[config.mk]
export PLATFORM = sky130hd
export DESIGN_NAME = sm_stream_conv_flat
export DESIGN_NICKNAME = d
export VERILOG_FILES = /design/src/rtl/sm_stream_conv_if.sv /design/src/rtl/sm_stream_conv.sv /design/src/flat_wrapper.sv
export SDC_FILE = /design/constraint.sdc
export NUM_CORES = 1
export LEC_CHECK = 0
export ABC_AREA = 1
export CAP_MARGIN = 20
export CORE_MARGIN = 3
export CORE_UTILIZATION = 49
export CTS_CLUSTER_DIAMETER = 40
export CTS_CLUSTER_SIZE = 16
export DETAILED_ROUTE_END_ITERATION = 10
export PLACE_DENSITY_LB_ADDON = 0.3
export RECOVER_POWER = 100
export SLEW_MARGIN = 20
export SYNTH_ARGS = -nofsm -noshare
export SYNTH_HDL_FRONTEND = slang
export SYNTH_SLANG_ARGS = --single-unit
[constraint.sdc]
create_clock -name clk -period 1.4 [get_ports clk]
set_input_delay 0.14 -clock clk [delete_from_list [all_inputs] [get_ports clk]]
set_output_delay 0.14 -clock clk [all_outputs]
set_load 0.05 [all_outputs]
[src/rtl/sm_stream_conv_if.sv]
// Handshake bundle for sm_stream_conv: input stream (two's complement words)
// and output stream (sign-magnitude words with overflow qualifier).
interface sm_stream_conv_if #(
    parameter int unsigned W = 8
);
    logic         in_valid;
    logic         in_ready;
    logic [W-1:0] in_data;
    logic         out_valid;
    logic         out_ready;
    logic [W-1:0] out_data;
    logic         out_ovf;

    // Converter side
    modport slave (
        input  in_valid,
        input  in_data,
        input  out_ready,
        output in_ready,
        output out_valid,
        output out_data,
        output out_ovf
    );

    // Producer/consumer side
    modport master (
        output in_valid,
        output in_data,
        output out_ready,
        input  in_ready,
        input  out_valid,
        input  out_data,
        input  out_ovf
    );
endinterface

[src/rtl/sm_stream_conv.sv]
// Streaming two's-complement to sign-magnitude converter.
// Two registered stages: S1 holds the raw input word, S2 holds the converted
// word, its overflow flag and the output valid. The most negative input has no
// sign-magnitude encoding; it saturates to all ones and raises out_ovf.
// A saturating counter tracks how many overflow words were transferred out.
module sm_stream_conv #(
    parameter int unsigned W     = 8,
    parameter int unsigned CNT_W = 8
) (
    input  logic             clk,
    input  logic             rst_n,
    input  logic             clr_cnt,
    output logic [CNT_W-1:0] ovf_cnt,
    sm_stream_conv_if.slave  bus
);

    logic             r_s1_valid;
    logic [W-1:0]     r_s1_data;
    logic             r_s2_valid;
    logic [W-1:0]     r_s2_data;
    logic             r_s2_ovf;
    logic [CNT_W-1:0] r_cnt;

    logic             w_s2_load;
    logic             w_s1_load;
    logic             w_in_xfer;
    logic             w_out_xfer;
    logic [W-2:0]     w_neg_mag;
    logic [W-1:0]     w_conv_data;
    logic             w_conv_ovf;
    logic             w_cnt_inc;

    // S2 can take a word when empty or when its word leaves this cycle.
    assign w_s2_load  = !r_s2_valid || bus.out_ready;
    // S1 can take a word when empty or when its word moves into S2.
    assign w_s1_load  = !r_s1_valid || w_s2_load;
    assign w_in_xfer  = bus.in_valid && w_s1_load;
    assign w_out_xfer = r_s2_valid && bus.out_ready;

    // Magnitude bits of a negative word: low bits of (~a + 1). The carry out
    // of the low field only affects the sign bit, which is not needed here.
    assign w_neg_mag = ~r_s1_data[W-2:0] + (W-1)'(1);

    assign w_cnt_inc = w_out_xfer && r_s2_ovf && (r_cnt != '1);

    // Conversion of the S1 word to sign-magnitude with overflow detection.
    always_comb begin
        w_conv_data = r_s1_data;
        w_conv_ovf  = 1'b0;
        if (r_s1_data[W-1]) begin
            if (r_s1_data[W-2:0] == '0) begin
                w_conv_data = '1;
                w_conv_ovf  = 1'b1;
            end else begin
                w_conv_data = {1'b1, w_neg_mag};
            end
        end
    end

    // Stage 1: capture the raw input word whenever the stage may load.
    always_ff @(posedge clk or negedge rst_n) begin
        if (!rst_n) begin
            r_s1_valid <= 1'b0;
            r_s1_data  <= '0;
        end else if (w_s1_load) begin
            r_s1_valid <= bus.in_valid;
            if (w_in_xfer) begin
                r_s1_data <= bus.in_data;
            end
        end
    end

    // Stage 2: register the converted word; holds steady under backpressure.
    always_ff @(posedge clk or negedge rst_n) begin
        if (!rst_n) begin
            r_s2_valid <= 1'b0;
            r_s2_data  <= '0;
            r_s2_ovf   <= 1'b0;
        end else if (w_s2_load) begin
            r_s2_valid <= r_s1_valid;
            if (r_s1_valid) begin
                r_s2_data <= w_conv_data;
                r_s2_ovf  <= w_conv_ovf;
            end
        end
    end

    // Saturating overflow event counter; clear has priority over increment.
    always_ff @(posedge clk or negedge rst_n) begin
        if (!rst_n) begin
            r_cnt <= '0;
        end else if (clr_cnt) begin
            r_cnt <= '0;
        end else if (w_cnt_inc) begin
            r_cnt <= r_cnt + CNT_W'(1);
        end
    end

    assign bus.in_ready  = w_s1_load;
    assign bus.out_valid = r_s2_valid;
    assign bus.out_data  = r_s2_data;
    assign bus.out_ovf   = r_s2_ovf;
    assign ovf_cnt       = r_cnt;

endmodule

[src/flat_wrapper.sv]
// flat-port wrapper written by rule: the top's interface ports become plain ports
module sm_stream_conv_flat 
#(
    parameter int unsigned W     = 8,
    parameter int unsigned CNT_W = 8
)
  (clk, rst_n, clr_cnt, ovf_cnt, bus_in_valid, bus_in_data, bus_out_ready, bus_in_ready, bus_out_valid, bus_out_data, bus_out_ovf);
  sm_stream_conv_if #(.W(W)) bus_i ();
  input  logic clk;
  input  logic rst_n;
  input  logic clr_cnt;
  output logic [CNT_W-1:0] ovf_cnt;
  input wire logic [$bits(bus_i.in_valid)-1:0] bus_in_valid;
  input wire logic [$bits(bus_i.in_data)-1:0] bus_in_data;
  input wire logic [$bits(bus_i.out_ready)-1:0] bus_out_ready;
  output wire logic [$bits(bus_i.in_ready)-1:0] bus_in_ready;
  output wire logic [$bits(bus_i.out_valid)-1:0] bus_out_valid;
  output wire logic [$bits(bus_i.out_data)-1:0] bus_out_data;
  output wire logic [$bits(bus_i.out_ovf)-1:0] bus_out_ovf;
  assign bus_i.in_valid = bus_in_valid;
  assign bus_i.in_data = bus_in_data;
  assign bus_i.out_ready = bus_out_ready;
  assign bus_in_ready = bus_i.in_ready;
  assign bus_out_valid = bus_i.out_valid;
  assign bus_out_data = bus_i.out_data;
  assign bus_out_ovf = bus_i.out_ovf;
  sm_stream_conv #(.W(W), .CNT_W(CNT_W)) u_core (.clk(clk), .rst_n(rst_n), .clr_cnt(clr_cnt), .ovf_cnt(ovf_cnt), .bus(bus_i));
endmodule
* Word-level counts from Yosys, hierarchy flattened *
Cells that the tools add are included.

storage, ports and cells
  bits in registers = 27
  output and inout port bits = 19
  word-level logic and storage cells = 28

operators by class
  $add $sub $neg = 2
  eq/ne operators = 1
  mux-type cells = 6
  bitwise gates (word level) = 1
  reductions and logical operators = 12

operators with widths
  kind                 number
  $mux 8               3
  $add 8x1->8 const B  1
  $ne 8x8->1 const B   1
  $add 7x1->7 const B  1
  $logic_not 7->1      1
  $mux 7               1
  $not 7->7            1
  $logic_and 1x1->1    4
  $reduce_and 2->1     2
  $logic_not 1->1      2
  $logic_or 1x1->1     2
  $mux 1               2
  $reduce_bool 2->1    1

* Depth between registers and ports, before layout *
Gate-level depths: netlist of the first run.

  depth after elaboration = 5
  gate-level depth with buffers = 9
  mapped depth without buffers = 9

* Worst setup path after synthesis of the first run *
OpenSTA, ideal clock, no wires.

  path kind = reg2reg
  start point = register u_core.r_s2_valid (netlist: u_core.bus.out_valid)
  end point = register u_core.r_s1_data[7]
  setup time = 0.077 ns
  arrival = 1.619 ns
  path slack = -0.297 ns
  cell stages (with the launch flop) = 6
  path buffers = 1
  clock period less this slack = 1.697 ns
  cell sequence = dfrtp_1 -> nand3_2 -> nand2_2 -> buf_4 -> nor2_1 -> a21oi_1

on the way
  word-level cells in the longest chain between the ends = 5

ends and longest elaborated chain
  element                                line                  RTL
  start: declaration                     sm_stream_conv.sv:19  logic r_s2_valid;
  start signal: assignment               sm_stream_conv.sv:80  r_s2_valid <= r_s1_valid;
  $logic_not 1->1 (*)                    sm_stream_conv.sv:34  assign w_s2_load = !r_s2_valid || bus.out_ready;
  $logic_or 1x1->1 (*)                   sm_stream_conv.sv:34
  $logic_or 1x1->1 (*)                   sm_stream_conv.sv:36  assign w_s1_load = !r_s1_valid || w_s2_load;
  via bus_in_ready                       flat_wrapper.sv:16    output wire logic [$bits(bus_i.in_ready)-1:0] bus_in_ready;
  $logic_and 1x1->1                      sm_stream_conv.sv:37  assign w_in_xfer = bus.in_valid && w_s1_load;
  $reduce_and 2->1 (no source line) (*)  --
  end signal: assignment                 sm_stream_conv.sv:68  r_s1_data <= bus.in_data;
  end: declaration                       sm_stream_conv.sv:18  logic [W-1:0] r_s1_data;

The timed path passes the listed nets; every way through them passes the cells marked *.
A chain may end at the register's enable or synchronous reset.

* Worst setup path after layout of the first run *
  start point = register u_core.r_s1_data[0]
  end point = register u_core.r_s2_ovf (netlist: u_core.bus.out_ovf)

on the way
  word-level cells in the longest chain between the ends = 3

ends and longest elaborated chain
  element                 line                  RTL
  $logic_not 7->1         sm_stream_conv.sv:51  if (r_s1_data[W-2:0] == '0) begin
  $mux 1                  sm_stream_conv.sv:51
  $mux 1                  sm_stream_conv.sv:50  if (r_s1_data[W-1]) begin
  end signal: assignment  sm_stream_conv.sv:83  r_s2_ovf <= w_conv_ovf;
  end: declaration        sm_stream_conv.sv:21  logic r_s2_ovf;

No other way between the ends.

==> impl_metrics.json, run 1 <==
{
  "status": "complete, but fails checks",
  "violations": "setup timing",
  "grt_pass1_vias": 1236,
  "reg2reg_slack_ns": -0.02,
  "totalPowerFinal_mw": 2.44,
  "grt_use_total_pct": 20.3,
  "min_period_ns": 1.42,
  "power.density_nw_per_um2": 1180,
  "crit_fanout": 5,
  "criticalPathCategory": "reg2reg",
  "placed_area_um2": 1980,
  "worst_pin_slew_ns": 0.655,
  "hold_viol_final": 0,
  "setup_viol": 5,
  "vias_per_cell": 5.48,
  "clock_sinks": 27,
  "dieArea_um2": 3590,
  "overflow": 0,
  "cts_tree": "yes",
  "top_usage_layer": "met2",
  "h-tree-depth": 1,
  "power.share.clock_pct": 14.1,
  "die_y_um": 59.9,
  "die_w_um": 59.9,
  "stdcell_count": 259,
  "start_kind": "flop",
  "setup_ws_ns": -0.0151,
  "tns_ns": -0.0361,
  "synthTopCellsByArea": "dfrtp_1 (47%), nand2_1 (16%), nand3_1 (7.7%)",
  "rsz0062_at_grt": "yes",
  "fin_crit_sh_pct": 101,
  "start_util_pct": 54.5,
  "critPathRequiredTime_ns": 1.68,
  "crit_chain": "inv_2 -> ha_4 -> inv_4 -> nor2_4 -> nand4_1 -> or2_4 -> nand2_2",
  "syn_avg_cell_area_um2": 7.70,
  "synthDominantCellAreaShare_pct": 47.5,
  "combPwrFrac_pct": 43.4,
  "hpwl_mm": 2.65,
  "min_path_type": "in2async",
  "drv_slew": 0,
  "ys_seq_elements": 27,
  "drc_errors": 0,
  "io_pins": 32,
  "drtIter0Drc": 108,
  "drive_above_1_share_pct": 30.1,
  "syn2layout_area_growth_pct": 45.7,
  "clockRootBuffer": "clkbuf_4",
  "routed_wl_mm": 3.77,
  "relSlewSlack_pct": 56.4,
  "diodes": 0,
  "rows": 18,
  "vias": 1420,
  "cp.arrival_ns": 1.70,
  "port_buffers": 31,
  "yosys.area.top_type": "dfrtp_1",
  "synth_area_um2": 1420,
  "synthCells": 185,
  "crit_slowest_cell": "dfrtp_1",
  "ir_drop_mv": 1.22,
  "skew_ns": 0.00241,
  "r2r-end": "u_core.bus.out_ovf$_DFFE_PN0P_",
  "r2r-start": "u_core.r_s1_data[0]$_DFFE_PN0P_",
  "seq_area_frac_synth_pct": 47.5,
  "crit_path_end_kind": "flop",
  "synth_nets": 200,
  "max_freq_mhz": 707,
  "yosysUniqueCellTypes": 22,
  "crit_family": "simple AND/OR/NAND/NOR gates",
  "use_met1_pct": 27.1,
  "dr.pass1.iters": 5,
  "seqPwrFrac_pct": 42.4,
  "p_sw_share_pct": 41.2,
  "yosys_warnings": 0,
  "max_cap_violations": 0,
  "dp_cells": 253,
  "fin_area_um2": 2070,
  "cts.hold.buffers_added": 0,
  "rr_worst_depth": 7,
  "p_int_mw": 1.43,
  "coreArea_um2": 2610,
  "clkLatencyLatePin_ns": 0.33,
  "grt_util_met2_pct": 34.4,
  "cts_made_buffers": 3,
  "layout.nets": 245,
  "wire_per_inst_um": 14.5,
  "grt_pass1_wl_mm": 5.51,
  "clockBufferDepth": 2,
  "grt_max_degree": 28,
  "grt.met3_usage_pct": 2.81,
  "path_clk_slew_ns": 0.15,
  "cpPeakStageDelay_ns": 0.42,
  "place_congestion": 0.843,
  "cellLeakagePower_nw": 0.997,
  "worst-path-buf-inv": 2,
  "ant_nets": 0,
  "antenna_found_initial": 0,
  "p_sw_mw": 1.00
}
[layer usage]
metal  vias to the layer above  part of all wire, %
met3                        12                  7.7
met4                         0                  1.9
met5                         -                    0
met1                       666                   40
met2                        70                   50
li1                        672                    -
[layout by cell type (no fill, tap or decap), drive strengths merged]
cell / count
ha: 2
inv: 18
nand2: 67
nand3: 23
or2: 1
o21ai: 5
clkbuf: 4
a21oi: 10
dfrtp: 27
clkdlybuf4s50: 11
xor2: 2
buf: 31
o21a: 1
dlygate4sd3: 1
nor2: 19
nand4: 4
clkinv: 3
[worst max-delay path by stage]
stage / startpoint / endpoint / slack, ns / depth (start not counted)
2_1_floorplan: u_core.ovf_cnt[6]$_DFFE_PN0P_ / u_core.ovf_cnt[6]$_DFFE_PN0P_ / 0.007 / 8
6_report: u_core.r_s1_data[0]$_DFFE_PN0P_ / u_core.bus.out_ovf$_DFFE_PN0P_ / -0.02 / 7
3_5_place_dp: bus_out_ready / u_core.bus.out_data[2]$_DFFE_PN0P_ / -0.02 / 8
3_3_place_gp: bus_out_ready / u_core.bus.out_data[3]$_DFFE_PN0P_ / 0.05 / 8
5_1_grt: u_core.r_s1_data[0]$_DFFE_PN0P_ / u_core.bus.out_ovf$_DFFE_PN0P_ / -0.07 / 7
4_1_cts: u_core.r_s1_data[0]$_DFFE_PN0P_ / u_core.bus.out_data[2]$_DFFE_PN0P_ / 0.03 / 7
[cell usage after synthesis]
master    instances
o21ai_0           2
nand4_1           4
inv_1            17
nand3_1          22
nor2_1           17
dfrtp_1          27
buf_2             2
a21oi_2           1
ha_1              2
nor2_4            2
o21a_1            1
nand2_1          59
o21ai_1           3
nand3_2           1
clkinv_2          2
nand2_2           7
nand2_4           1
buf_4             2
a21oi_1           9
xor2_1            2
inv_2             1
or2_4             1
[registers in the layout, summed over array words and instances (netlist names)]
| signal | count |
|---|---|
| u_core.ovf_cnt | 8 |
| u_core.bus.out_valid | 1 |
| u_core.bus.out_ovf | 1 |
| u_core.bus.out_data | 8 |
| u_core.r_s1_data | 8 |
| u_core.r_s1_valid | 1 |
[kinds of logic after synthesis]
| kind of cell | count (synthesis) | synth area share (%) |
|---|---|---|
| compound gates | 16 | 6.06 |
| xor+xnor | 2 | 1.23 |
| fa+ha+maj | 2 | 1.76 |
| buf+inv | 24 | 7.21 |
| flops | 27 | 47.5 |
| simple gates | 114 | 36.3 |
[stage by stage]
step / worst slack, ns / hold slack [ns] / utilization (%)
finish: -0.0151 / 0.349 / 79.4
global route: -0.0729 / 0.354 / 79.4
CTS: 0.0265 / 0.179 / 77.1
detailed placement: -0.0211 / 0.487 / 76.0
global placement: 0.0501 / 0.481 / 76.0
floorplan: 0.00727 / -0.156 / -
[timing repair]
action,4_1_cts,5_1_grt
gates resized for setup,1,13
pin swaps,1,5
setup buffers,0,2
setup endpoints to repair,2,7
[layout make-up]
| cell class | count | area, um2 |
|---|---|---|
| flip-flops and latches | 27 | 683 |
| well taps | 30 | 37.5 |
| clock inverters | 1 | 5.00 |
| multi-input cells | 134 | 713 |
| clock buffers | 3 | 22.5 |
| fillers | 163 | 538 |
| inverters | 20 | 80.1 |
| repair buffers | 44 | 533 |
[power by group through the flow]
stage	combinational (mW)	sequential, mW	clock [mW]
after floorplan	0.276	1.32	0
after global placement	0.980	1.03	0
after detailed placement	1.00	1.04	0
after CTS	1.01	1.03	0.346
after global routing	1.12	1.05	0.378
final	1.06	1.03	0.344
(Power assumes the default switching activity.)
==> inputs of run 2 (changes only) <==
--- a/config.mk
+++ b/config.mk
@@ -12,6 +12,7 @@
 export CTS_CLUSTER_DIAMETER = 40
 export CTS_CLUSTER_SIZE = 16
 export DETAILED_ROUTE_END_ITERATION = 10
+export GPL_TIMING_DRIVEN = 0
 export PLACE_DENSITY_LB_ADDON = 0.3
 export RECOVER_POWER = 100
 export SLEW_MARGIN = 20
==> run 2 against run 1 <==
Against the previous run: the run now ends clean; register-to-register slack improved by 0.06 ns; clock power decreased by 3%; wire length decreased by 8.9%; die area unchanged; maximum frequency increased by 4.1%; largest cell class unchanged; sequential power decreased by 3%; clock-buffer cell count unchanged; power decreased by 8.3%; clock skew increased by 0.0042 ns; first-iteration DRC count increased by 0.93%; final cell count increased by 0.77%; core utilization decreased by 4.6 points.
==> impl_metrics.json, run 2 (synthesized netlist as in run 1, its figures left out) <==
{
  "drv_slew": 0,
  "dr.pass1.iters": 4,
  "cts_made_buffers": 3,
  "post-route-util_pct": 74.8,
  "syn2layout_area_growth_pct": 37.3,
  "die_w_um": 59.9,
  "hpwl_mm": 2.42,
  "max_freq_mhz": 736,
  "layout_commonest_cell": "nand2_1",
  "place_congestion": 0.891,
  "top_usage_layer": "met2",
  "cpPeakStageDelay_ns": 0.46,
  "relSlewSlack_pct": 56.1,
  "grt_pass1_wl_mm": 5.40,
  "ir_drop_mv": 1.05,
  "min_path_type": "in2async",
  "coreArea_um2": 2610,
  "start_util_pct": 54.5,
  "antenna_found_initial": 0,
  "h-tree-depth": 1,
  "final_cell_mix": "nand2_1 (54), dfrtp_1 (21), nand3_1 (19)",
  "use_met1_pct": 25.5,
  "crit_family": "simple AND/OR/NAND/NOR gates",
  "io_pins": 32,
  "pre_cts_slack_ns": -0.355,
  "crit_chain": "ha_4 -> nand2_4 -> nor2_4 -> nand2_2 -> nand2_2 -> nand2_4 -> inv_6 -> nand2_2 -> nand2_1",
  "grt.met3_usage_pct": 2.81,
  "nFillCells": 205,
  "drc_errors": 0,
  "setup_ws_ns": 0.0406,
  "rsz0062_at_grt": "yes",
  "rows": 18,
  "port_buffers": 31,
  "whs_ns": 0.357,
  "totalPowerFinal_mw": 2.24,
  "power.density_nw_per_um2": 1140,
  "crit_slowest_cell": "dfrtp_2",
  "grt_max_degree": 28,
  "status": "finished, final reports clean",
  "routed_wl_mm": 3.43,
  "grt_pass1_vias": 1267,
  "max_cap_violations": 0,
  "cp_common_cell": "nand2_2",
  "die_y_um": 59.9,
  "layout.nets": 247,
  "cts_tree": "yes",
  "crit_path_end_kind": "flop",
  "drtIter0Drc": 109,
  "critPathRequiredTime_ns": 1.68,
  "ant_nets": 0,
  "hold_viol_final": 0,
  "overflow": 0,
  "fin_crit_sh_pct": 97.1,
  "dieArea_um2": 3590,
  "drive_above_1_share_pct": 29.0,
  "worst-path-buf-inv": 1,
  "clkLatencyLatePin_ns": 0.33,
  "criticalPathCategory": "reg2reg",
  "cellLeakagePower_nw": 0.955,
  "crit_fanout": 6,
  "setup_viol": 0,
  "grt_util_met2_pct": 34.1,
  "clockBufferDepth": 2,
  "placed_area_um2": 1790,
  "start_kind": "flop",
  "wire_per_inst_um": 13.1,
  "clockRootBuffer": "clkbuf_4",
  "vias_per_cell": 5.28,
  "vias": 1379,
  "clock_sinks": 27,
  "skew_ns": 0.00657,
  "cp.arrival_ns": 1.64,
  "fin_area_um2": 1950,
  "diodes": 0,
  "min_period_ns": 1.36,
  "path_clk_slew_ns": 0.14,
  "grt_use_total_pct": 19.8,
  "worst_pin_slew_ns": 0.658
}
-- run 2: report_power, final --
group          switching (mW)  total (mW)  internal (mW)
logic                   0.630       0.908          0.278
registers              0.0869       0.994          0.907
clock network           0.227       0.334          0.107
total                   0.944        2.24           1.29
-- run 2: worst reg2reg max path: stages (launching register included) --
cell	delay (ns)
dfrtp_2	0.46
ha_4	0.19
nand2_4	0.06
nor2_4	0.16
nand2_2	0.06
nand2_2	0.08
nand2_4	0.09
inv_6	0.10
nand2_2	0.05
nand2_1	0.05
-- run 2: repair_timing --
action | 4_1_cts | 5_1_grt
setup endpoints to repair | 24 | 22
setup buffers | 5 | 5
gates cloned | 0 | 0
pin swaps | 4 | 11
resized for setup | 46 | 26
hold buffers | 1 | 0
hold endpoints to repair | 27 | 0
-- run 2: final cells by class --
cell class	instances	area (um2)	share of cell area [%]
inverter	20	81.3	4.16
sequential	27	683	35.0
multi-input combinational	134	726	37.1
timing repair buffer	42	375	19.2
tap	30	37.5	1.92
clock inverter	1	5.00	0.256
buffer	4	23.8	1.22
clock buffer	3	22.5	1.15
-- run 2: worst paths after layout --
path / slack (ns) / end / startpoint / depth (start not counted)
setup / recovery: 0.04 / u_core.ovf_cnt[6]$_DFFE_PN0P_ / u_core.ovf_cnt[1]$_DFFE_PN0P_ / 9
hold / removal: 0.36 / u_core.bus.out_valid$_DFFE_PN0P_ / rst_n / 2
setup reg to reg: 0.04 / u_core.ovf_cnt[6]$_DFFE_PN0P_ / u_core.ovf_cnt[1]$_DFFE_PN0P_ / 9
hold reg to reg: 0.51 / u_core.bus.out_data[6]$_DFFE_PN0P_ / u_core.bus.out_data[6]$_DFFE_PN0P_ / 2
max in group asynchronous: 0.59 / u_core.ovf_cnt[1]$_DFFE_PN0P_ / rst_n / 2
min in group clk: 0.37 / u_core.r_s1_data[6]$_DFFE_PN0P_ / bus_in_data[6] / 3
-- run 2: metal layers --
| metal | routed length, um | part of all wire [%] | up-vias |
|---|---|---|---|
| met5 | 0 | 0 | - |
| met4 | 38 | 1.1 | 0 |
| met3 | 237 | 6.9 | 5 |
| met2 | 1680 | 49 | 48 |
| met1 | 1480 | 43 | 646 |
| li1 | - | - | 680 |
-- run 2: metrics by stage --
| step | instances | TNS, ns |
|---|---|---|
| after floorplan | 185 | 0 |
| after global placement | 246 | -5.48 |
| after detailed placement | 246 | -0.641 |
| after CTS | 256 | -0.00335 |
| after global routing | 261 | -0.387 |
| final | 261 | 0 |
